<file path="src/rtl/cic_pkg.sv">
// Shared definitions for the variable-ratio CIC decimator: register map, reset defaults,
// AHB address-phase payload and the accumulator-width helper.
package cic_pkg;

    localparam int unsigned DW_DEF    = 16;
    localparam int unsigned N_DEF     = 4;
    localparam int unsigned RMAX_DEF  = 256;

    localparam int unsigned SHIFT_W   = 6;
    localparam int unsigned RATIO_RST = 16;
    localparam int unsigned SHIFT_RST = 16;
    localparam logic        EN_RST    = 1'b1;

    typedef enum logic [1:0] {
        REG_CTRL   = 2'd0,
        REG_RATIO  = 2'd1,
        REG_SHIFT  = 2'd2,
        REG_STATUS = 2'd3
    } reg_sel_e;

    // AHB address phase as held through the following data phase
    typedef struct packed {
        logic     valid;
        logic     write;
        logic     mapped;
        reg_sel_e sel;
    } ahb_aphase_t;

    function automatic int unsigned cic_aw(input int unsigned dw, input int unsigned n,
                                           input int unsigned rmax);
        return dw + n * $clog2(rmax);
    endfunction

endpackage

</file>
<file path="src/rtl/cic_ahb_regs.sv">
// AHB-Lite slave and register bank for the CIC decimator: CTRL.EN, RATIO, SHIFT, STATUS.
// flush_c pulses in the cycle a RATIO write or an EN 0->1 write takes effect.
module cic_ahb_regs
    import cic_pkg::*;
#(
    parameter int unsigned DW   = DW_DEF,
    parameter int unsigned N    = N_DEF,
    parameter int unsigned RMAX = RMAX_DEF
) (
    input  logic                     clk,
    input  logic                     reset_n,
    input  logic [31:0]              haddr,
    input  logic [1:0]               htrans,
    input  logic [31:0]              hwdata,
    input  logic                     hwrite,
    input  logic                     hsel,
    output logic [31:0]              hrdata,
    output logic                     hreadyout,
    output logic                     hresp,
    output logic                     en,
    output logic [$clog2(RMAX):0]    ratio,
    output logic [SHIFT_W-1:0]       shift,
    output logic                     flush_c
);

    localparam int unsigned RW = $clog2(RMAX) + 1;

    ahb_aphase_t         aph_d, aph_q;
    logic                wr_c;
    logic                en_d;
    logic [RW-1:0]       ratio_d;
    logic [RW-1:0]       wr_ratio_c;
    logic [SHIFT_W-1:0]  shift_d;
    logic [31:0]         rd_d;
    logic                unused_c;

    assign hreadyout = 1'b1;
    assign hresp     = 1'b0;
    assign unused_c  = ^{hwdata[31:RW], htrans[0], haddr[31:8], haddr[1:0]};

    // Decoded window is 256 bytes; only the first four words are mapped
    always_comb begin
        aph_d.valid  = hsel & htrans[1] & hreadyout;
        aph_d.write  = hwrite;
        aph_d.mapped = (haddr[7:4] == 4'd0);
        aph_d.sel    = reg_sel_e'(haddr[3:2]);
    end

    assign wr_c       = aph_q.valid & aph_q.write & aph_q.mapped;
    assign wr_ratio_c = hwdata[RW-1:0];

    // Next register values; reads use these so a read right after a write sees the new value
    always_comb begin
        en_d    = en;
        ratio_d = ratio;
        shift_d = shift;
        flush_c = 1'b0;
        if (wr_c) begin
            case (aph_q.sel)
                REG_CTRL: begin
                    en_d    = hwdata[0];
                    flush_c = hwdata[0] & ~en;
                end
                REG_RATIO: begin
                    if (wr_ratio_c == '0)
                        ratio_d = RW'(1);
                    else if (wr_ratio_c > RW'(RMAX))
                        ratio_d = RW'(RMAX);
                    else
                        ratio_d = wr_ratio_c;
                    flush_c = 1'b1;
                end
                REG_SHIFT: shift_d = hwdata[SHIFT_W-1:0];
                default:   ;
            endcase
        end
    end

    always_comb begin
        rd_d = '0;
        if (aph_d.valid & ~aph_d.write & aph_d.mapped) begin
            case (aph_d.sel)
                REG_CTRL:   rd_d = 32'(en_d);
                REG_RATIO:  rd_d = 32'(ratio_d);
                REG_SHIFT:  rd_d = 32'(shift_d);
                REG_STATUS: rd_d = {8'd0, 8'(N), 16'(DW)};
                default:    rd_d = '0;
            endcase
        end
    end

    always_ff @(posedge clk) begin
        if (reset_n) begin
            aph_q  <= '0;
            en     <= EN_RST;
            ratio  <= RW'(RATIO_RST);
            shift  <= SHIFT_W'(SHIFT_RST);
            hrdata <= '0;
        end else begin
            aph_q  <= aph_d;
            en     <= en_d;
            ratio  <= ratio_d;
            shift  <= shift_d;
            hrdata <= rd_d;
        end
    end

endmodule

</file>
<file path="src/rtl/cic_decimator_variable_ahb.sv">
// N-stage CIC decimator (M=1) with run-time ratio, AXI-Stream in/out and AHB-Lite control.
// Output is the comb result arithmetically shifted right by SHIFT and saturated to DW bits.
module cic_decimator_variable_ahb
    import cic_pkg::*;
#(
    parameter int unsigned DW   = DW_DEF,
    parameter int unsigned N    = N_DEF,
    parameter int unsigned RMAX = RMAX_DEF
) (
    input  logic            clk,
    input  logic            reset_n,
    input  logic            ce,
    input  logic [DW-1:0]   tdata_s,
    input  logic            tvalid_s,
    output logic            tready_s,
    output logic [DW-1:0]   tdata_m,
    output logic            tvalid_m,
    input  logic            tready_m,
    input  logic [31:0]     haddr_s,
    input  logic [2:0]      hburst_s,
    input  logic [2:0]      hsize_s,
    input  logic [1:0]      htrans_s,
    input  logic [31:0]     hwdata_s,
    input  logic            hwrite_s,
    output logic [31:0]     hrdata_s,
    output logic            hreadyout_s,
    output logic            hresp_s,
    input  logic            hsel_s
);

    localparam int unsigned AW = cic_aw(DW, N, RMAX);
    localparam int unsigned RW = $clog2(RMAX) + 1;

    logic                  en;
    logic [RW-1:0]         ratio;
    logic [SHIFT_W-1:0]    shift;
    logic                  flush_c;
    logic                  unused_c;

    logic signed [AW-1:0]  integ_q    [N];
    logic signed [AW-1:0]  integ_d    [N];
    logic signed [AW-1:0]  comb_dly_q [N];
    logic signed [AW-1:0]  comb_x     [N+1];
    logic signed [AW-1:0]  shifted_c;
    logic [AW-DW:0]        top_bits_c;
    logic [DW-1:0]         sat_c;
    logic [RW-1:0]         cnt_q;
    logic                  accept_c;
    logic                  dump_c;

    assign unused_c = ^{hburst_s, hsize_s};

    cic_ahb_regs #(
        .DW   (DW),
        .N    (N),
        .RMAX (RMAX)
    ) u_regs (
        .clk       (clk),
        .reset_n   (reset_n),
        .haddr     (haddr_s),
        .htrans    (htrans_s),
        .hwdata    (hwdata_s),
        .hwrite    (hwrite_s),
        .hsel      (hsel_s),
        .hrdata    (hrdata_s),
        .hreadyout (hreadyout_s),
        .hresp     (hresp_s),
        .en        (en),
        .ratio     (ratio),
        .shift     (shift),
        .flush_c   (flush_c)
    );

    assign tready_s = ce & en & ~(tvalid_m & ~tready_m);
    assign accept_c = tvalid_s & tready_s;
    assign dump_c   = accept_c & (cnt_q == ratio - RW'(1));

    // Integrator chain: each stage adds the previous stage's registered value
    always_comb begin
        integ_d[0] = integ_q[0] + {{(AW-DW){tdata_s[DW-1]}}, tdata_s};
        for (int k = 1; k < N; k++) begin
            integ_d[k] = integ_q[k] + integ_q[k-1];
        end
    end

    // Comb chain fed by the integrator value that includes the R-th sample
    always_comb begin
        comb_x[0] = integ_d[N-1];
        for (int k = 0; k < N; k++) begin
            comb_x[k+1] = comb_x[k] - comb_dly_q[k];
        end
    end

    // Saturate when the bits above the DW-1 sign bit are not a pure sign extension
    always_comb begin
        shifted_c  = comb_x[N] >>> shift;
        top_bits_c = shifted_c[AW-1:DW-1];
        if ((&top_bits_c) | ~(|top_bits_c))
            sat_c = shifted_c[DW-1:0];
        else if (shifted_c[AW-1])
            sat_c = {1'b1, {(DW-1){1'b0}}};
        else
            sat_c = {1'b0, {(DW-1){1'b1}}};
    end

    always_ff @(posedge clk) begin
        if (reset_n) begin
            for (int k = 0; k < N; k++) begin
                integ_q[k]    <= '0;
                comb_dly_q[k] <= '0;
            end
            cnt_q    <= '0;
            tvalid_m <= 1'b0;
            tdata_m  <= '0;
        end else if (flush_c) begin
            for (int k = 0; k < N; k++) begin
                integ_q[k]    <= '0;
                comb_dly_q[k] <= '0;
            end
            cnt_q    <= '0;
            tvalid_m <= 1'b0;
        end else if (ce) begin
            if (accept_c) begin
                for (int k = 0; k < N; k++) begin
                    integ_q[k] <= integ_d[k];
                end
                cnt_q <= dump_c ? '0 : cnt_q + RW'(1);
            end
            if (dump_c) begin
                for (int k = 0; k < N; k++) begin
                    comb_dly_q[k] <= comb_x[k];
                end
                tdata_m  <= sat_c;
                tvalid_m <= 1'b1;
            end else if (tready_m) begin
                tvalid_m <= 1'b0;
            end
        end
    end

endmodule

</file>
<file path="config.mk">
export PLATFORM = sky130hd
export DESIGN_NAME = cic_decimator_variable_ahb
export DESIGN_NICKNAME = d
export VERILOG_FILES = /design/src/rtl/cic_pkg.sv /design/src/rtl/cic_ahb_regs.sv /design/src/rtl/cic_decimator_variable_ahb.sv
export SDC_FILE = /design/constraint.sdc
export NUM_CORES = 1
export LEC_CHECK = 0
export CAP_MARGIN = 20
export CORE_ASPECT_RATIO = 1.2
export CORE_MARGIN = 2
export CORE_UTILIZATION = 35
export DETAILED_ROUTE_END_ITERATION = 10
export SYNTH_ARGS = -nofsm -noshare
export SYNTH_HDL_FRONTEND = slang
export SYNTH_SLANG_ARGS = --single-unit
</file>
<file path="constraint.sdc">
create_clock -name clk -period 37 [get_ports clk]
set_input_delay 9.25 -clock clk [delete_from_list [all_inputs] [get_ports clk]]
set_output_delay 9.25 -clock clk [all_outputs]
set_load 0.05 [all_outputs]
</file>
# Yosys cells after proc, flatten, opt, wreduce, memory -nomap -nowiden
# Memory sizes are Yosys's and may differ from the RTL's.
# Index checks and enable logic that the tools add are counted.
[totals] regBits=79 mem_bits_rw=384 out_inout_bits=52 wordCells=125 mem_count=2
[classes] add_sub_neg=10 order_cmp=1 eq_ne=6 shift=1 muxes=47 n_bitwise=35 n_reduce_logical=12
[memory_table] memory="comb_dly_q" words=4 width=48 read_ports=4 rd_clocked_by_memory_dff=0 write_ports=4 line_no="cic_decimator_variable_ahb.sv:42" rtl="logic signed [AW-1:0] comb_dly_q [N];"
[memory_table] memory="integ_q" words=4 width=48 read_ports=4 rd_clocked_by_memory_dff=0 write_ports=4 line_no="cic_decimator_variable_ahb.sv:40" rtl="logic signed [AW-1:0] integ_q [N];"
[op_table] operator="$mux W48" count=16
[op_table] operator="$add A48 B48 Y48" count=4
[op_table] operator="$sub A48 B48 Y48" count=4
[op_table] operator="$pmux W32 S4" count=1
[op_table] operator="$sshr A48 B6 Y48" count=1
[op_table] operator="$mux W9" count=5
[op_table] operator="$reduce_and A33 Y1" count=1
[op_table] operator="$reduce_or A33 Y1" count=1
[op_table] operator="$mux W16" count=2
[op_table] operator="$mux W1" count=20
[op_table] operator="$or A1 B1 Y1" count=17
[op_table] operator="$mux W6" count=2
[op_table] operator="$and A1 B1 Y1" count=11
[op_table] operator="$add A9 B1 Y9 const B" count=1
[op_table] operator="$eq A9 B9 Y1" count=1
[op_table] operator="$gt A9 B9 Y1 const B" count=1
[op_table] operator="$logic_not A9 Y1" count=1
[op_table] operator="$sub A9 B1 Y9 const B" count=1
[op_table] operator="$not A1 Y1" count=7
[op_table] operator="$eq A2 B2 Y1 const B" count=3
[op_table] operator="$eq A2 B1 Y1 const B" count=2
[op_table] operator="$logic_not A2 Y1" count=2
[op_table] operator="$logic_not A4 Y1" count=1
[op_table] operator="$reduce_and A2 Y1" count=2
[op_table] operator="other kinds (4)" count=5

# Logic depth before layout (Yosys ltp)
[logic_depth] word_depth=12 depth_mapped=68 mapped_depth_nobuf=65

# Hierarchy
# A second synthesis with hierarchy kept.
[hier_totals] cells_unflattened=4402 area_unflattened_um2=37528.5
[modules_own_cells] module="cic_decimator_variable_ahb" instances=1 cells_per_inst=4253 area_each_um2=36132.2 seq_area_each_um2=11090.6
[modules_own_cells] module="cic_ahb_regs" instances=1 cells_per_inst=149 area_each_um2=1396.3 seq_area_each_um2=620.6

# Worst setup path after synthesis
# Ideal clock, no wire load.
[synth_timing] path_kind="input to output" from="input ce" to="output tready_s" arrival_time_ns=10.109 required_time_ns=27.750 slack_ns=17.641 stages=2 path_buffers=0 cell_sequence="nand2_1 -> a21oi_1"
[synth_via] elab_chain_len=2
[synth_lines] element="start, declared" line_no="cic_decimator_variable_ahb.sv:12" rtl="input logic ce,"
[synth_lines] element="$and A1 B1 Y1 (2 in series)" line_no="cic_decimator_variable_ahb.sv:74" rtl="assign tready_s = ce & en & ~(tvalid_m & ~tready_m);"
[synth_lines] element="end, declared" line_no="cic_decimator_variable_ahb.sv:15" rtl="output logic tready_s,"
# No other way between the ends.

# Final worst setup path
# Ends and elaborated chain as after synthesis.

==> impl_metrics.csv <==
group,metric,value,unit
critical_path,critical-path-max-stage-delay,0.86,ns
synth,postSynth.asyncResetShare,0,
min_path,hp-start,"comb_dly_q[2][13]",
floorplan,start_util,0.3521,
min_path,holdPathStages,2,
critical_path,critical_path.endpoint_type,"primary output",
synth,synth_seq_cells,441,
critical_path,worstPathRequired,27.75,ns
min_path,min_delay_worst_endpoint,"comb_dly_q[2][13]",
clock_network,post_cts_sizing,0,
clock_network,clock_tree.buffer_depth,3,
global_routing,grt.total_usage,0.1611,
floorplan,ios,147,
synth,post_synth.cell_area_avg,8.374,um^2
floorplan,placementRows,134,
critical_path,crit_buf_inv,2,
critical_path,critPathMostFrequentCell,"sky130_fd_sc_hd__clkdlybuf4s50_1",
finish,antenna_diode_count,0,
floorplan,coreArea,110800,um^2
floorplan,area_of_the_die,114200,um^2
routing,mean_routed_wirelength_per_cell,15.15,um
placement,port_buffers,66,
clock_network,clock-sinks,441,
global_routing,grt_antenna_before_repair,1,
timing,timing.setup.tns,0,ns
routing,firstDrtPassIters,5,
finish,multi_input_comb_area,25280,um^2
clock_network,ctsHoldBuffers,0,
timing,fmax,0.04967,GHz
synth,synth.lib_cells_used.distinct,98,
clock_network,worst_skew_pair.late_latency,0.62,ns
global_routing,grt_pass1_wl,154300,um
clock_network,cts.clk_slew.worst_paths,0.06,ns
finish,finalNetCount,5134,
routing,drtAntennaViolNets,0,
min_path,worst_hold_path_type,"reg2reg",
timing,slew-limit-headroom,0.1067,
finish,drive_above_1_share,0.04814,
global_routing,grt_start_max_net_pins,84,
clock_network,cts_tree,"built",
routing,routed_via_density,5.257,
synth,synth_edf_count,288,
critical_path,rrSetupSlack,21.39,ns
finish,areaGrowthSynthToFinish,9.777,%
synth,synth-warning-count,0,
clock_network,clock_root_buffer_master,"sky130_fd_sc_hd__clkbuf_16",
timing,finalMaxSlewViolations,0,
critical_path,r2r_cells,59,
global_routing,grt_overflow,0,
synth,synthesis.area,39020,um^2
critical_path,path_class,"in2out",
critical_path,critical_path.startpoint_type,"input port",
clock_network,total_clock_buffers_created_by_cts,50,
critical_path,rr_endpoint,"tdata_m[11]",
routing,drt_iter0_markers,1579,
floorplan,die_y,369.8,um
job,maxCapViolCount,0,
routing,route.final.wire_length,93820,um
critical_path,arrival,10.88,ns
synth,synth_flop_cell,"sky130_fd_sc_hd__edfxtp_1",
synth,synth_seq_area_share,0.3001,
critical_path,critical_path_cell_with_the_highest_stage_delay,"sky130_fd_sc_hd__clkdlybuf4s50_1",
timing,unrepaired_setup_endpoints_after_global_routing,"false",
critical_path,r2r_start,"integ_q[3][0]",
critical_path,cpLargestDelayFamily,"buffers and inverters",
finish,layout.area.seq,11710,um^2
routing,remaining_drc_errors,0,
floorplan,fp.dieW,308.8,um
timing,report.final.hold_viol_count,0,
placement,globalplace.congestion,0.9351,
timing,finClkSkew,0.04155,ns
status,outcome,"complete, no violations",
timing,setup-violations-final,0,
timing,finalCritPeriodShare,0.5441,
synth,syn_inst,4660,
clock_network,cts_setup_buffers,0,
critical_path,cp_max_fo,3,
routing,route.vias.total,32550,
critical_path,worstPathCellList,"clkdlybuf4s50_1, nand2_1, a21oi_1, clkdlybuf4s50_1",
clock_network,cts_h_tree_lvls,2,
timing,layout_min_cycle_time,20.13,ns
timing,timing_worst_slew_pin_value,1.323,ns
placement,detail_placement_hpwl,72820,um
finish,fill_cells,11380,
global_routing,number_of_global_route_vias_before_repair,31440,
cell usage after synthesis, types with 27 or more instances:
master	number	share of area
sky130_fd_sc_hd__ha_1	378	0.12
sky130_fd_sc_hd__edfxtp_1	288	0.22
sky130_fd_sc_hd__inv_1	356	0.034
sky130_fd_sc_hd__o31ai_1	32	0.0062
sky130_fd_sc_hd__xnor2_1	205	0.046
sky130_fd_sc_hd__nand4_1	28	0.0045
sky130_fd_sc_hd__a211oi_1	62	0.012
sky130_fd_sc_hd__and2_1	36	0.0058
sky130_fd_sc_hd__nand2_1	412	0.040
sky130_fd_sc_hd__nor2_1	464	0.045
sky130_fd_sc_hd__o211ai_1	27	0.0052
sky130_fd_sc_hd__a31oi_1	37	0.0059
sky130_fd_sc_hd__and3_1	129	0.021
sky130_fd_sc_hd__mux2i_1	71	0.018
sky130_fd_sc_hd__xor2_1	131	0.029
sky130_fd_sc_hd__o21bai_1	63	0.012
sky130_fd_sc_hd__nor3_1	93	0.012
sky130_fd_sc_hd__o21ai_0	238	0.031
sky130_fd_sc_hd__o21a_1	52	0.010
sky130_fd_sc_hd__a21o_1	176	0.034
sky130_fd_sc_hd__dfxtp_1	153	0.078
sky130_fd_sc_hd__nand3_1	95	0.012
sky130_fd_sc_hd__nor2b_1	60	0.0096
sky130_fd_sc_hd__nand2b_1	56	0.0090
sky130_fd_sc_hd__a21oi_1	418	0.054
sky130_fd_sc_hd__or3_1	29	0.0046
sky130_fd_sc_hd__clkbuf_1	130	0.013
tightest hold or removal path, delay by kind of cell, from the launching register on:
family          cells  cell delay [ns]
simple gates        1             0.05
compound gates      1             0.05
flops               1             0.30
state kept, by name (all words and copies together), names as in the netlist:
signal	flops
cnt_q	9
comb_dly_q	192
integ_q	192
tdata_m	16
tvalid_m	1
u_regs.aph_q	5
u_regs.en	1
u_regs.hrdata	10
u_regs.ratio	9
u_regs.shift	6
layout make-up:
| cell class | instances | area share |
|---|---|---|
| Multi-Input combinational cell | 3701 | 0.5901 |
| Inverter | 358 | 0.03143 |
| Timing Repair Buffer | 101 | 0.02214 |
| Clock inverter | 23 | 0.004586 |
| Sequential cell | 441 | 0.2734 |
| Tap cell | 1496 | 0.04370 |
| Clock buffer | 71 | 0.03467 |
logic make-up (layout without fill, tap and decap cells):
kind of cell | after synthesis | after routing | synth area share
other | 2 | 24 | 0.0001925
buffers and inverters | 540 | 553 | 0.05509
adder cells (fa/ha/maj) | 386 | 386 | 0.1253
AND/OR/NAND/NOR | 1498 | 1498 | 0.1815
flip-flops | 441 | 441 | 0.3001
multiplexers | 104 | 104 | 0.03293
XOR/XNOR | 340 | 340 | 0.07753
AO/OA/AOI/OAI | 1349 | 1349 | 0.2273
placed cells by master, fill, tap and decap left out, drive strengths merged, types with 16 or more instances in the layout:
cell,n
clkdlybuf4s50,66
xor2,131
nor2,464
buf,35
conb,24
a21o,176
o2111ai,16
clkinv,16
mux4,18
nor3,94
nand2b,56
or3,29
a211oi,73
xnor2,208
nand2,412
a31oi,37
nand4,28
ha,378
o21ai,241
dfxtp,153
nor2b,60
and3,129
clkbuf,71
inv,363
o211ai,27
a211o,20
a21oi,420
o21a,52
and2,36
o31ai,35
o21bai,63
edfxtp,288
mux2i,71
nor3b,21
nand3,95
nor4,22
stage by stage:
step                cell area (um^2)    util  hold slack, ns  setup WS (ns)  cells
finish                         42840  0.3865          0.4475          16.87   6191
global placement               41110  0.3709          0.4382          16.86   6094
CTS                            42800  0.3862          0.4513          16.85   6189
detailed placement             41110  0.3710          0.4434          16.85   6095
floorplan                      39100       -          0.4319          17.64   4682
global route                   42840  0.3865          0.4617          16.77   6191
worst max path at each step:
| stage | from | to | slack, ns | depth (start not counted) |
|---|---|---|---|---|
| floorplan | ce | tready_s | 17.64 | 2 |
| global placement | ce | tready_s | 16.86 | 4 |
| detailed placement | ce | tready_s | 16.85 | 4 |
| CTS | ce | tready_s | 16.85 | 4 |
| global route | ce | tready_s | 16.77 | 4 |
| finish | ce | tready_s | 16.87 | 4 |
layer usage:
metal	global-route usage	wire length (um)	vias up
met2	0.2991	47040	468
met5	0	0	-
met3	0.01722	2512	181
met1	0.1872	40620	15090
li1	-	-	16810
met4	0.06463	3652	0
Power is left out: the tool's default activity adds up to more than one toggle a clock period on the data nets, which glitch-free logic cannot reach.
